**src/rtl/fpu_norm_pkg.sv**
```systemverilog
// Shared definitions for the FPU normalization shifter: widths, the legal
// shift range and the payload carried between the two pipeline stages.
package fpu_norm_pkg;

    localparam int MW        = 55;   // mantissa width
    localparam int EW        = 11;   // biased exponent width
    localparam int SHIFT_W   = 6;    // width of the leading-zero count
    localparam int MAX_SHIFT = 54;   // largest legal leading-zero count
    localparam int SEL_W     = 3;    // shift-select bits consumed per stage

    // Status that travels with a beat.
    typedef struct packed {
        logic underflow;   // exponent clamped at zero, result denormal
        logic err;         // leading-zero count out of range
        logic zero;        // all-zero mantissa detected
    } norm_flags_t;

    // Stage payload. eff is the shift still to be applied; each stage
    // consumes its own 3-bit slice of it.
    typedef struct packed {
        logic [MW-1:0]      data;
        logic [EW-1:0]      exp;
        logic [SHIFT_W-1:0] eff;
        norm_flags_t        flags;
    } norm_payload_t;

endpackage

```
**src/rtl/norm_shift_decoder_if.sv**
```systemverilog
// Valid/ready bus of the normalization shifter: input beat towards the
// block and normalized result out of it.
interface norm_shift_decoder_if #(
    parameter int MW = fpu_norm_pkg::MW,
    parameter int EW = fpu_norm_pkg::EW
);
    import fpu_norm_pkg::*;

    logic               In_Valid_i;
    logic               In_Ready_o;
    logic [SHIFT_W-1:0] Shift_Amt_i;
    logic [MW-1:0]      Data_i;
    logic [EW-1:0]      Exp_i;
    logic               Out_Valid_o;
    logic               Out_Ready_i;
    logic [MW-1:0]      Data_o;
    logic [EW-1:0]      Exp_o;
    logic               Underflow_o;
    logic               Err_o;
    logic               Zero_o;

    // Block side.
    modport slave (
        input  In_Valid_i, Shift_Amt_i, Data_i, Exp_i, Out_Ready_i,
        output In_Ready_o, Out_Valid_o, Data_o, Exp_o, Underflow_o, Err_o, Zero_o
    );

    // Producer/consumer side.
    modport master (
        output In_Valid_i, Shift_Amt_i, Data_i, Exp_i, Out_Ready_i,
        input  In_Ready_o, Out_Valid_o, Data_o, Exp_o, Underflow_o, Err_o, Zero_o
    );

endinterface

```
**src/rtl/norm_shift_stage.sv**
```systemverilog
// One pipeline register with an embedded left shift. The mantissa is shifted
// by eff[SEL_LSB +: 3] * STEP on the way into the register; the rest of the
// payload passes through. Holds its content while the successor stalls.
module norm_shift_stage
    import fpu_norm_pkg::*;
#(
    parameter int SEL_LSB = 0,   // lowest eff bit consumed by this stage
    parameter int STEP    = 1    // bit distance per select increment
) (
    input  logic          clk,
    input  logic          rst,
    input  logic          in_valid,
    output logic          in_ready,
    input  norm_payload_t in_payload,
    output logic          out_valid,
    input  logic          out_ready,
    output norm_payload_t out_payload
);

    logic                valid_reg;
    norm_payload_t       payload_reg;
    norm_payload_t       payload_next;
    logic [SEL_W-1:0]    sel;
    logic [MW-1:0]       cand [2**SEL_W];

    assign sel = in_payload.eff[SEL_LSB +: SEL_W];

    // Every shift candidate this stage can produce; vacated LSBs fill with 0
    // and bits shifted past the MSB are dropped.
    generate
        for (genvar gi = 0; gi < 2**SEL_W; gi++) begin : g_cand
            assign cand[gi] = in_payload.data << (gi * STEP);
        end
    endgenerate

    // Payload to capture: incoming beat with its mantissa shifted.
    always_comb begin
        payload_next      = in_payload;
        payload_next.data = cand[sel];
    end

    // Room for a new beat when empty or when the held beat moves on now.
    assign in_ready = !valid_reg || out_ready;

    // Stage register; cleared immediately on reset, discarding any beat.
    always_ff @(posedge clk or posedge rst) begin
        if (rst) begin
            valid_reg   <= 1'b0;
            payload_reg <= '0;
        end else if (in_ready) begin
            valid_reg <= in_valid;
            if (in_valid) begin
                payload_reg <= payload_next;
            end
        end
    end

    assign out_valid   = valid_reg;
    assign out_payload = payload_reg;

endmodule

```
**src/rtl/norm_shift_decoder.sv**
```systemverilog
// Two-stage mantissa normalizer. Clamps the leading-zero shift to the
// exponent (denormal result), flags out-of-range shift counts, then applies
// the shift as a coarse byte step followed by a fine bit step.
// Optional feature macro: NORM_SHIFT_ZERO_DETECT_EN -- when defined, an
// all-zero mantissa bypasses normalization and raises Zero_o.
module norm_shift_decoder #(
    parameter int MW = fpu_norm_pkg::MW,
    parameter int EW = fpu_norm_pkg::EW
) (
    input  logic                 clk,
    input  logic                 rst,
    norm_shift_decoder_if.slave  bus
);
    import fpu_norm_pkg::*;

    logic [MW-1:0]      data_in;
    logic [EW-1:0]      exp_in;
    logic [SHIFT_W-1:0] shift_in;
    logic               shift_err;
    logic               shift_clamp;
    logic               mant_zero;
    norm_payload_t      dec_payload;

    logic               s1_in_ready;
    logic               s1_valid;
    norm_payload_t      s1_payload;
    logic               s2_in_ready;
    logic               s2_valid;
    norm_payload_t      s2_payload;
    logic               eff_unused;

    assign data_in  = bus.Data_i;
    assign exp_in   = bus.Exp_i;
    assign shift_in = bus.Shift_Amt_i;

    assign shift_err   = shift_in > SHIFT_W'(MAX_SHIFT);
    assign shift_clamp = EW'(shift_in) > exp_in;

`ifdef NORM_SHIFT_ZERO_DETECT_EN
    assign mant_zero = (data_in == '0);
`else
    assign mant_zero = 1'b0;
`endif

    // Decode the beat: effective shift, resulting exponent and flags. A zero
    // mantissa (when detected) wins over a bad count; both force a zero result.
    always_comb begin
        dec_payload = '0;
        if (mant_zero) begin
            dec_payload.flags.zero = 1'b1;
        end else if (shift_err) begin
            dec_payload.flags.err = 1'b1;
        end else if (shift_clamp) begin
            // exp_in < shift_in <= MAX_SHIFT, so it fits the shift field.
            dec_payload.data            = data_in;
            dec_payload.eff             = exp_in[SHIFT_W-1:0];
            dec_payload.flags.underflow = 1'b1;
        end else begin
            dec_payload.data = data_in;
            dec_payload.eff  = shift_in;
            dec_payload.exp  = exp_in - EW'(shift_in);
        end
    end

    // Coarse stage: shift by eff[5:3] whole bytes.
    norm_shift_stage #(
        .SEL_LSB (3),
        .STEP    (8)
    ) u_coarse (
        .clk         (clk),
        .rst         (rst),
        .in_valid    (bus.In_Valid_i),
        .in_ready    (s1_in_ready),
        .in_payload  (dec_payload),
        .out_valid   (s1_valid),
        .out_ready   (s2_in_ready),
        .out_payload (s1_payload)
    );

    // Fine stage: shift by eff[2:0] bits.
    norm_shift_stage #(
        .SEL_LSB (0),
        .STEP    (1)
    ) u_fine (
        .clk         (clk),
        .rst         (rst),
        .in_valid    (s1_valid),
        .in_ready    (s2_in_ready),
        .in_payload  (s1_payload),
        .out_valid   (s2_valid),
        .out_ready   (bus.Out_Ready_i),
        .out_payload (s2_payload)
    );

    // The shift amount is fully spent once the fine stage has applied it.
    assign eff_unused = ^s2_payload.eff;

    assign bus.In_Ready_o  = s1_in_ready;
    assign bus.Out_Valid_o = s2_valid;
    assign bus.Data_o      = s2_payload.data;
    assign bus.Exp_o       = s2_payload.exp;
    assign bus.Underflow_o = s2_payload.flags.underflow;
    assign bus.Err_o       = s2_payload.flags.err;
`ifdef NORM_SHIFT_ZERO_DETECT_EN
    assign bus.Zero_o      = s2_payload.flags.zero;
`else
    assign bus.Zero_o      = 1'b0 & s2_payload.flags.zero;
`endif

endmodule
```
**src/flat_wrapper.sv**
```systemverilog
// flat-port wrapper written by rule: the top's interface ports become plain ports
module norm_shift_decoder_flat import fpu_norm_pkg::*;
#(
    parameter int MW = fpu_norm_pkg::MW,
    parameter int EW = fpu_norm_pkg::EW
)
  (clk, rst, bus_In_Valid_i, bus_Shift_Amt_i, bus_Data_i, bus_Exp_i, bus_Out_Ready_i, bus_In_Ready_o, bus_Out_Valid_o, bus_Data_o, bus_Exp_o, bus_Underflow_o, bus_Err_o, bus_Zero_o);
  norm_shift_decoder_if #(.MW(MW), .EW(EW)) bus_i ();
  input  logic clk;
  input  logic rst;
  input wire logic [$bits(bus_i.In_Valid_i)-1:0] bus_In_Valid_i;
  input wire logic [$bits(bus_i.Shift_Amt_i)-1:0] bus_Shift_Amt_i;
  input wire logic [$bits(bus_i.Data_i)-1:0] bus_Data_i;
  input wire logic [$bits(bus_i.Exp_i)-1:0] bus_Exp_i;
  input wire logic [$bits(bus_i.Out_Ready_i)-1:0] bus_Out_Ready_i;
  output wire logic [$bits(bus_i.In_Ready_o)-1:0] bus_In_Ready_o;
  output wire logic [$bits(bus_i.Out_Valid_o)-1:0] bus_Out_Valid_o;
  output wire logic [$bits(bus_i.Data_o)-1:0] bus_Data_o;
  output wire logic [$bits(bus_i.Exp_o)-1:0] bus_Exp_o;
  output wire logic [$bits(bus_i.Underflow_o)-1:0] bus_Underflow_o;
  output wire logic [$bits(bus_i.Err_o)-1:0] bus_Err_o;
  output wire logic [$bits(bus_i.Zero_o)-1:0] bus_Zero_o;
  assign bus_i.In_Valid_i = bus_In_Valid_i;
  assign bus_i.Shift_Amt_i = bus_Shift_Amt_i;
  assign bus_i.Data_i = bus_Data_i;
  assign bus_i.Exp_i = bus_Exp_i;
  assign bus_i.Out_Ready_i = bus_Out_Ready_i;
  assign bus_In_Ready_o = bus_i.In_Ready_o;
  assign bus_Out_Valid_o = bus_i.Out_Valid_o;
  assign bus_Data_o = bus_i.Data_o;
  assign bus_Exp_o = bus_i.Exp_o;
  assign bus_Underflow_o = bus_i.Underflow_o;
  assign bus_Err_o = bus_i.Err_o;
  assign bus_Zero_o = bus_i.Zero_o;
  norm_shift_decoder #(.MW(MW), .EW(EW)) u_core (.clk(clk), .rst(rst), .bus(bus_i));
endmodule
```
**config.mk**
```make
export PLATFORM = sky130hd
export DESIGN_NAME = norm_shift_decoder_flat
export DESIGN_NICKNAME = d
export VERILOG_FILES = /design/src/rtl/fpu_norm_pkg.sv /design/src/rtl/norm_shift_decoder_if.sv /design/src/rtl/norm_shift_stage.sv /design/src/rtl/norm_shift_decoder.sv /design/src/flat_wrapper.sv
export SDC_FILE = /design/constraint.sdc
export NUM_CORES = 1
export LEC_CHECK = 0
export BUFFER_PORTS_ARGS = -buffer_cell sky130_fd_sc_hd__buf_4
export CAP_MARGIN = 5
export CORE_MARGIN = 5
export CORE_UTILIZATION = 58
export DETAILED_ROUTE_END_ITERATION = 12
export PLACE_DENSITY = 0.89
export SETUP_SLACK_MARGIN = 0.05
export SYNTH_ARGS = -nofsm -noshare
export SYNTH_HDL_FRONTEND = slang
export SYNTH_SLANG_ARGS = --single-unit
```
**constraint.sdc**
```tcl
create_clock -name clk -period 5.74 [get_ports clk]
set_clock_uncertainty 0.15 [all_clocks]
set_input_delay 0.287 -clock clk [delete_from_list [all_inputs] [get_ports clk]]
set_output_delay 0.287 -clock clk [all_outputs]
set_load 0.05 [all_outputs]
```
# ---- Word-level counts from Yosys, hierarchy flattened
# Index checks and enable logic that the tools add are counted.
dict set report word_totals {
  ff_bits 141
  input_bits 76
}
dict set report classes {
  n_addsub 1
  n_lt_le_gt_ge 4
  n_mux 11
  bitwise_logic 2
  reduce_logical 6
}
# operator count
set ops {}
lappend ops {{55-bit binary-select mux with 3-bit select} 2}
lappend ops {{55-bit two-way mux} 4}
lappend ops {{73-bit two-way mux} 1}
lappend ops {{6-bit by 11-bit > comparator with 1-bit output} 1}
lappend ops {{11-bit two-way mux} 1}
lappend ops {{11-bit by 6-bit subtractor with 11-bit output} 1}
lappend ops {{4-bit >= comparator, second input constant} 2}
lappend ops {{3-bit NOT with 4-bit output} 2}
lappend ops {{6-bit > comparator, second input constant} 1}
lappend ops {{6-bit two-way mux} 1}
lappend ops {{2-bit AND reduction} 2}
lappend ops {{1-bit zero test} 2}
lappend ops {{1-bit logical OR} 2}
lappend ops {{1-bit two-way mux} 2}

# ---- Longest topological paths before layout
# Gate-level depths: netlist of the first run.
dict set report logic_depth {
  depth_word 7
  ltp_mapped 13
}

# ---- Hierarchy
# Synthesis of the first run repeated with hierarchy kept, for this count alone.
dict set report hier_totals {
  hier_cells 936
  area_unflattened_um2 9804.4
}
# module instances cells_each area_each_um2
set modules_own_cells {}
lappend modules_own_cells {{norm_shift_stage (u_core.u_fine)} 1 430 4539.4}
lappend modules_own_cells {{norm_shift_stage (u_core.u_coarse)} 1 353 4266.6}
lappend modules_own_cells {norm_shift_decoder 1 153 998.5}

# ---- Worst setup path after synthesis of the first run
# Ideal clock, no wire load.
dict set report synth_path {
  path_type {input to register}
  start {in bus_Shift_Amt_i[3]}
  end {reg u_core.u_coarse.payload_reg (netlist bit u_core.u_coarse.out_payload[58])}
  arrival_ns 3.194
  setup_slack_ns 2.270
  stages 13
  cell_sequence {clkbuf_1 > inv_1 > clkbuf_1 > clkbuf_1 > ha_1 > o211ai_1 > a2111oi_2 > clkbuf_1 > clkbuf_1 > a211oi_1 > a311oi_1 > o31ai_1 > o32a_1}
}
dict set report synth_via {
  elab_chain_len 7
  elab_cells_between_ends 8
  classes_between {2 x order compare; 5 x mux; 1 x bitwise}
}
# item line_no
set synth_rtl {}
lappend synth_rtl {{from (decl)} flat_wrapper.sv:12} ;# input wire logic [$bits(bus_i.Shift_Amt_i)-1:0] bus_Shift_Amt_i;
lappend synth_rtl {{6-bit by 11-bit > comparator with 1-bit output} norm_shift_decoder.sv:37} ;# assign shift_clamp = EW'(shift_in) > exp_in;
lappend synth_rtl {{6-bit two-way mux} norm_shift_decoder.sv:53} ;# end else if (shift_clamp) begin
lappend synth_rtl {{73-bit two-way mux (*)} norm_shift_decoder.sv:51} ;# end else if (shift_err) begin
lappend synth_rtl {{3-bit NOT with 4-bit output (implied by the code)} norm_shift_stage.sv:39} ;# payload_next.data = cand[sel];
lappend synth_rtl {{55-bit binary-select mux with 3-bit select (*)} norm_shift_stage.sv:39}
lappend synth_rtl {{55-bit two-way mux (implied by the code) (*) (2 in a row)} norm_shift_stage.sv:39}
lappend synth_rtl {{to (signal assigned)} norm_shift_stage.sv:53} ;# payload_reg <= payload_next;
lappend synth_rtl {{to (decl)} norm_shift_stage.sv:21} ;# norm_payload_t payload_reg;
# Mark *: on every way between the ends. The rest lies on a longest branch, timed or not. The select of a mux whose other input is x is not followed.
# A chain may end at the register's enable or synchronous reset.

# ---- Worst setup path in the final report of the first run
dict set report layout_path {
  start {in bus_Shift_Amt_i[3]}
  end {reg u_core.u_coarse.payload_reg (netlist bit u_core.u_coarse.out_payload[45])}
}
# Same word-level chain as after synthesis.

==> qor.txt, run 1 <==
Tightest Hold Check Type = in -> reg
First-pass GRT wire length = 47560 um
CTS clk-pin slew, worst paths = 0.06 ns
Worst Setup SP = bus_Shift_Amt_i[3]
Total GRT Usage = 32.86%
Largest net degree at the start of global routing = 122
Yosys cell types = 61
#FFs+latches synth = 141
Post-route insts no fill = 1349
Ranking of synthesized cells by area = dfrtp_1 (38%), mux2i_1 (16%), nand2_1 (6.9%)
Die Footprint = 0.01867 sq mm
GRT overflow = 0
Initial antenna violation count = 0
Pwr Density = 361.2 mW/mm^2
Fillers = 1199
ANT cells = 0
Floorplan die width = 136.6 um
Post-DP HPWL = 21240 um
R2r endpoint = u_core.u_coarse.out_payload[70]$_DFFE_PP0P_
Antenna viol nets, final = 0
Gpl congestion = 0.9968
DRC = 0
Initial Util = 58.75%
Core Area = 0.01583 sq mm
First DRT Iteration DRCs = 1071
Highest Clock Rate = 273.3 MHz
Syn nets = 1102
Count leader, synth = nand2_1
LEAKAGE = 0.005038 uW
Setup tns final = 0 ns
Worst reg2reg path startpoint = u_core.u_coarse.out_valid$_DFFE_PP0N_
Max Cap Violations = 0
Area grow syn2layout = 20.44%
Most area-hungry cell type in the Yosys netlist = dfrtp_1
VDD IR-drop max = 234.5 uV
Worst Setup EP = u_core.u_coarse.out_payload[45]$_DFFE_PP0P_
Crit end category = flip-flop
Vias in the first global route = 8552
Clock Latency Late Sink = 0.43 ns
Rel. slew slack = 29.84%
R2r worst-path depth = 6
Post-Syn Area = 0.009299 sq mm
Critical path arrival = 3.82 ns
Clock tree buffer depth = 2
Ys flop type = dfrtp_1
Util after Layout = 70.76%
Synthesized area per cell = 9.126 sq um
Row Count = 46
Status = completed
Synth top cells by count = nand2_1 (170), mux2i_1 (152), dfrtp_1 (141)
Drt total wl = 29960 um
Setup CP Type = in -> reg
Period Utilization, post-route = 63.75%
RSZ-0062 raised after global routing = no
Clock sinks = 141
Sequential share of the synthesized area = 37.94%
Reg-to-reg slack, setup = 3.01 ns
CTS buffer count = 17
Tmin final = 3.659 ns
IO Pins = 147
Pwr Total = 4045 uW
# port buffers = 145
Worst-Margin Slew = 1.052 ns
Final hold vios = 0
Crit-path max FO = 33
Number of flops mapped to enable cells by yosys = 0
Critical Path RT = 5.91 ns
Clock root cell = clkbuf_16
Post-layout net count = 1203
TritonCTS clock tree = yes
Placed insts = 1313
Final setup violating endpoints = 0
Finished layout cell area = 0.01120 sq mm
Pre-antenna DRT Iters = 6
Asr flop ratio synth = 100.0%
Synthesis Warnings = 0
Share of post-route cells with drive strength above 1 = 20.04%
Synth Instances = 1019
Post-synth top area share = 37.94%
DR vias/cell = 6.545
Routed len/inst = 22.21 um
Vias = 8829
Chip height = 136.6 um
Min-delay src = bus_Data_i[0]
# Post-CTS Setup Buffers = 0
Slew Limit Fails = 0
Crit path launch type = primary input
CTS HTree Levels = 4
Area of placed instances = 0.01051 sq mm
[layer usage]
| layer | global-route usage [%] | part of all wire, % |
|---|---|---|
| met3 | 7.316 | 10 |
| met4 | 11.31 | 3.5 |
| met1 | 45.49 | 40 |
| met2 | 50.93 | 46 |
| met5 | 2.222 | 0.20 |
[final cells by class]
cell class | count | area [sq um] | area share [%]
clock buffer | 19 | 442.9 | 3.955
tap | 216 | 270.3 | 2.413
sequential | 141 | 3532 | 31.54
clock inverter | 13 | 211.5 | 1.888
inverter | 13 | 53.80 | 0.4804
timing repair buffer | 169 | 1279 | 11.42
multi-input combinational | 778 | 5410 | 48.31
[kinds of logic after synthesis]
logic type	after synthesis	synth area share, %
AOI/OAI and AO/OA	333	24.81
and+or+nand+nor	260	12.35
muxes	169	18.90
DFF	141	37.94
buffers and inverters	100	4.171
xor gates and xnor gates	8	0.7534
adders and majority gates	7	1.023
other	1	0.04033
[power by group]
part           internal (uW)  leakage (uW)  switching, uW  total (uW)
clock network            785      0.000318            437        1220
logic                    510       0.00289            983        1490
registers               1180       0.00183            146        1330
total                   2480       0.00504           1570        4050
[how the worst min path moves through the flow]
stage	endpoint	slack, ns	cells after the start
after floorplan	u_core.u_coarse.out_valid$_DFFE_PP0N_	0.25	1
after global placement	u_core.u_fine.out_payload[25]$_DFFE_PP0P_	0.31	2
after detailed placement	u_core.u_fine.out_payload[29]$_DFFE_PP0P_	0.31	2
after CTS	u_core.u_coarse.out_payload[20]$_DFFE_PP0P_	0.0003	2
after global routing	u_core.u_coarse.out_payload[20]$_DFFE_PP0P_	0.006	2
final	u_core.u_coarse.out_payload[20]$_DFFE_PP0P_	0.02	2
[flip-flops by register name (all words and copies together) (netlist names)]
name,flops
u_core.u_coarse.out_payload,71
u_core.u_fine.out_payload,68
u_core.u_coarse.out_valid,1
u_core.u_fine.out_valid,1
[placed cells by master (no fill, tap or decap), types with 6 or more instances in the layout]
master,count
a21boi_0,12
clkbuf_16,17
a21oi_1,32
a21o_1,8
o211ai_1,6
ha_1,6
o31a_1,8
a22o_1,22
dfrtp_1,138
a311oi_1,22
inv_1,12
nor2_1,23
a22oi_1,10
mux2_2,13
nand2_1,168
a2bb2oi_1,13
buf_4,165
and3_1,9
nand2b_1,34
o22ai_1,13
o21ai_0,96
mux2i_1,152
o31ai_1,10
o221ai_1,9
a211oi_1,31
[critical path, cell delays in order]
cell       delay [ns]
buf_4            0.32
inv_1            0.11
ha_1             0.21
a21o_1           0.22
a2111oi_2        0.94
buf_4            0.31
buf_4            0.28
a21oi_1          0.10
a311oi_1         0.62
o22ai_1          0.16
a22o_1           0.24
[what timing repair did]
item                                    in CTS  in global routing
endpoints found under the setup margin       0                  0
gates resized for setup                      0                  0
endpoints found under the hold margin       82                  0
hold buffers                                 4                  0
[per-stage QoR]
stage               worst slack [ns]  hold slack [ns]
floorplan                      1.522           0.2454
global placement               1.808           0.3056
detailed placement             1.769           0.3082
CTS                            2.179        0.0002878
global route                   1.892         0.005627
finish                         2.081          0.01542
No activity file was read; power rests on OpenSTA's default activity.
==> run 2, diff against run 1 <==
- clock period: 5.74 -> 3.75 ns (I/O delays scaled with it)
==> run 2 against run 1 <==
Net effect:
- critical path type unchanged
- combinational power increased by 55%
- register-to-register slack got worse by 2.3 ns
- non-clock buffer count up 50
- sequential share of layout area decreased by 1.6 points
- largest cell class unchanged
==> qor.txt, run 2 (same netlist as run 1, synthesis figures left out) <==
Hold slack = 0.03360 ns (+0.01818 ns)
IO Pins = 147 (unchanged)
Die Footprint = 0.01867 sq mm (unchanged)
Met1 usage = 43.59% (-1.9 points)
Status = completed
Grt met3 use = 6.544% (-0.77 points)
DR vias/cell = 6.576 (+0.48%)
Crit end category = flip-flop
Crit path launch type = primary input
Core Area = 0.01583 sq mm (unchanged)
Critical Path RT = 3.96 ns (-1.95 ns)
Gpl congestion = 1.005 (+0.83%)
Post-DP HPWL = 20270 um (-4.5%)
Pwr Density = 536.4 mW/mm^2 (+48%)
Clock tree buffer depth = 2 (unchanged)
GRT overflow = 0 (unchanged)
CTS buffer count = 17 (unchanged)
Chip height = 136.6 um (unchanged)
Clock root cell = clkbuf_16
Commonest non-fill, non-tap cell in the layout = buf_4
Tightest Hold Check Type = in -> reg
# Post-CTS Setup Buffers = 0 (unchanged)
ANT cells = 0 (unchanged)
Highest Clock Rate = 268.4 MHz
Clock Latency Late Sink = 0.43 ns (about the same)
Tmin final = 3.726 ns
First-pass GRT wire length = 47800 um (+0.51%)
Final setup violating endpoints = 0 (unchanged)
Vias = 9200 (+4.2%)
Most frequent cells in the layout = buf_4 (173), nand2_1 (166), mux2i_1 (152), dfrtp_1 (138), o21ai_0 (96)
Initial antenna violation count = 0 (unchanged)
Slew Limit Fails = 0 (unchanged)
TritonCTS clock tree = yes
Floorplan die width = 136.6 um (unchanged)
Routed len/inst = 21.50 um (-3.2%)
Vias in the first global route = 8905 (+4.1%)
Global route hottest layer = met2
Antenna viol nets, final = 0 (unchanged)
CTS HTree Levels = 4 (unchanged)
Pre-antenna DRT Iters = 6 (unchanged)
# port buffers = 145 (unchanged)
GRT met2 Usage = 51.29% (+0.36 points)
Largest net degree at the start of global routing = 142 (+16%)
CTS clk-pin slew, worst paths = 0.06 ns (about the same)
Final hold vios = 0 (unchanged)
Initial Util = 58.75% (unchanged)
Crit-path max FO = 9 (-73%)
Rel. slew slack = 33.53% (+3.7 points)
R2r worst-path depth = 7 (+1)
Post-layout net count = 1253 (+4.2%)
DRC = 0 (unchanged)
VDD IR-drop max = 332.5 uV (+42%)
Critical path arrival = 3.93 ns (+0.11 ns)
Row Count = 46 (unchanged)
Total GRT Usage = 32.44% (-0.42 points)
Setup CP Type = in -> reg
LEAKAGE = 0.005288 uW (+5.0%)
Worst hold path depth = 3 (+1)
Clock sinks = 141 (unchanged)
Setup tns final = 0 ns (unchanged)
Worst-Margin Slew = 0.9970 ns (-0.05538 ns)
Share of post-route cells with drive strength above 1 = 20.96% (+0.93 points)
First DRT Iteration DRCs = 1229 (+15%)
Area grow syn2layout = 26.95%
Max reg flops = 71 (unchanged)
Drt total wl = 30080 um (+0.42%)
RSZ-0062 raised after global routing = yes
Period Utilization, post-route = 99.36%
Max Cap Violations = 0 (unchanged)
==> run 2: changes by cell type in the layout (fill, tap and decap cells not counted), sizes merged <==
cell	delta
bufinv	+1
buf	+14
clkbuf	+4
clkinvlp	+1
dlygate4sd3	+35
inv	-3
clkinv	-2
==> run 2: stage by stage <==
| step | power (uW) | utilization (%) | cell area, sq um | std cells | setup slack [ns] |
|---|---|---|---|---|---|
| global route | 6575 | 74.59 | 11810 | 1399 | 0.003217 |
| CTS | 6290 | 73.99 | 11710 | 1398 | 0.06915 |
| finish | 6332 | 74.59 | 11810 | 1399 | 0.02401 |
| floorplan | 3580 | - | 9303 | 1019 | 0.3792 |
| global placement | 4254 | 67.26 | 10650 | 1327 | 0.5219 |
| detailed placement | 4315 | 67.26 | 10650 | 1327 | 0.4413 |
==> run 2: worst max-delay path: stages <==
cell           delay [ns]
dlygate4sd3_1        0.55
buf_4                0.15
or4_4                0.58
a2111o_1             0.47
or4b_1               0.60
a211o_4              0.43
o21bai_1             0.19
o221ai_1             0.20
dlygate4sd3_1        0.58
==> run 2: layout make-up <==
class / instances / area (sq um)
timing repair buffer: 219 / 1794
fill: 1060 / 4023
clock inverter: 10 / 210.2
sequential: 141 / 3532
tap: 216 / 270.3
clock buffer: 22 / 464.2
multi-input combinational: 778 / 5482
inverter: 13 / 52.55
==> run 2: what timing repair did <==
item / CTS / global route
hold buffers: 39 / 0
gates resized for setup: 0 / 17
hold endpoints to repair: 179 / 0
setup endpoints to repair: 0 / 3
==> run 2: path summary, 6_finish.rpt <==
kind | startpoint | to | slack [ns]
max in group asynchronous | rst | u_core.u_coarse.out_payload[4]$_DFFE_PP0P_ | 2.50
min reg2reg | u_core.u_fine.out_payload[49]$_DFFE_PP0P_ | u_core.u_fine.out_payload[49]$_DFFE_PP0P_ | 0.33
min | bus_Data_i[40] | u_core.u_coarse.out_payload[68]$_DFFE_PP0P_ | 0.03
min in group asynchronous | rst | u_core.u_fine.out_payload[28]$_DFFE_PP0P_ | 0.41
max reg2reg | u_core.u_coarse.out_valid$_DFFE_PP0N_ | u_core.u_coarse.out_payload[66]$_DFFE_PP0P_ | 0.70
max | bus_Exp_i[8] | u_core.u_coarse.out_payload[59]$_DFFE_PP0P_ | 0.02
==> run 2: where the power goes <==
| group | total [uW] | leakage, uW | internal, uW | switching (uW) |
|---|---|---|---|---|
| logic | 2310 | 0.00314 | 835 | 1470 |
| clock network | 1930 | 0.000325 | 1280 | 648 |
| registers | 2090 | 0.00183 | 1810 | 279 |
| total | 6330 | 0.00529 | 3930 | 2400 |
==> run 2: per-layer routing <==
metal  up-vias  share of wire [%]
met2       612                 45
li1       4097                  -
met3       154                 11
met1      4337                 39
met5         -                  0
met4         0                4.9
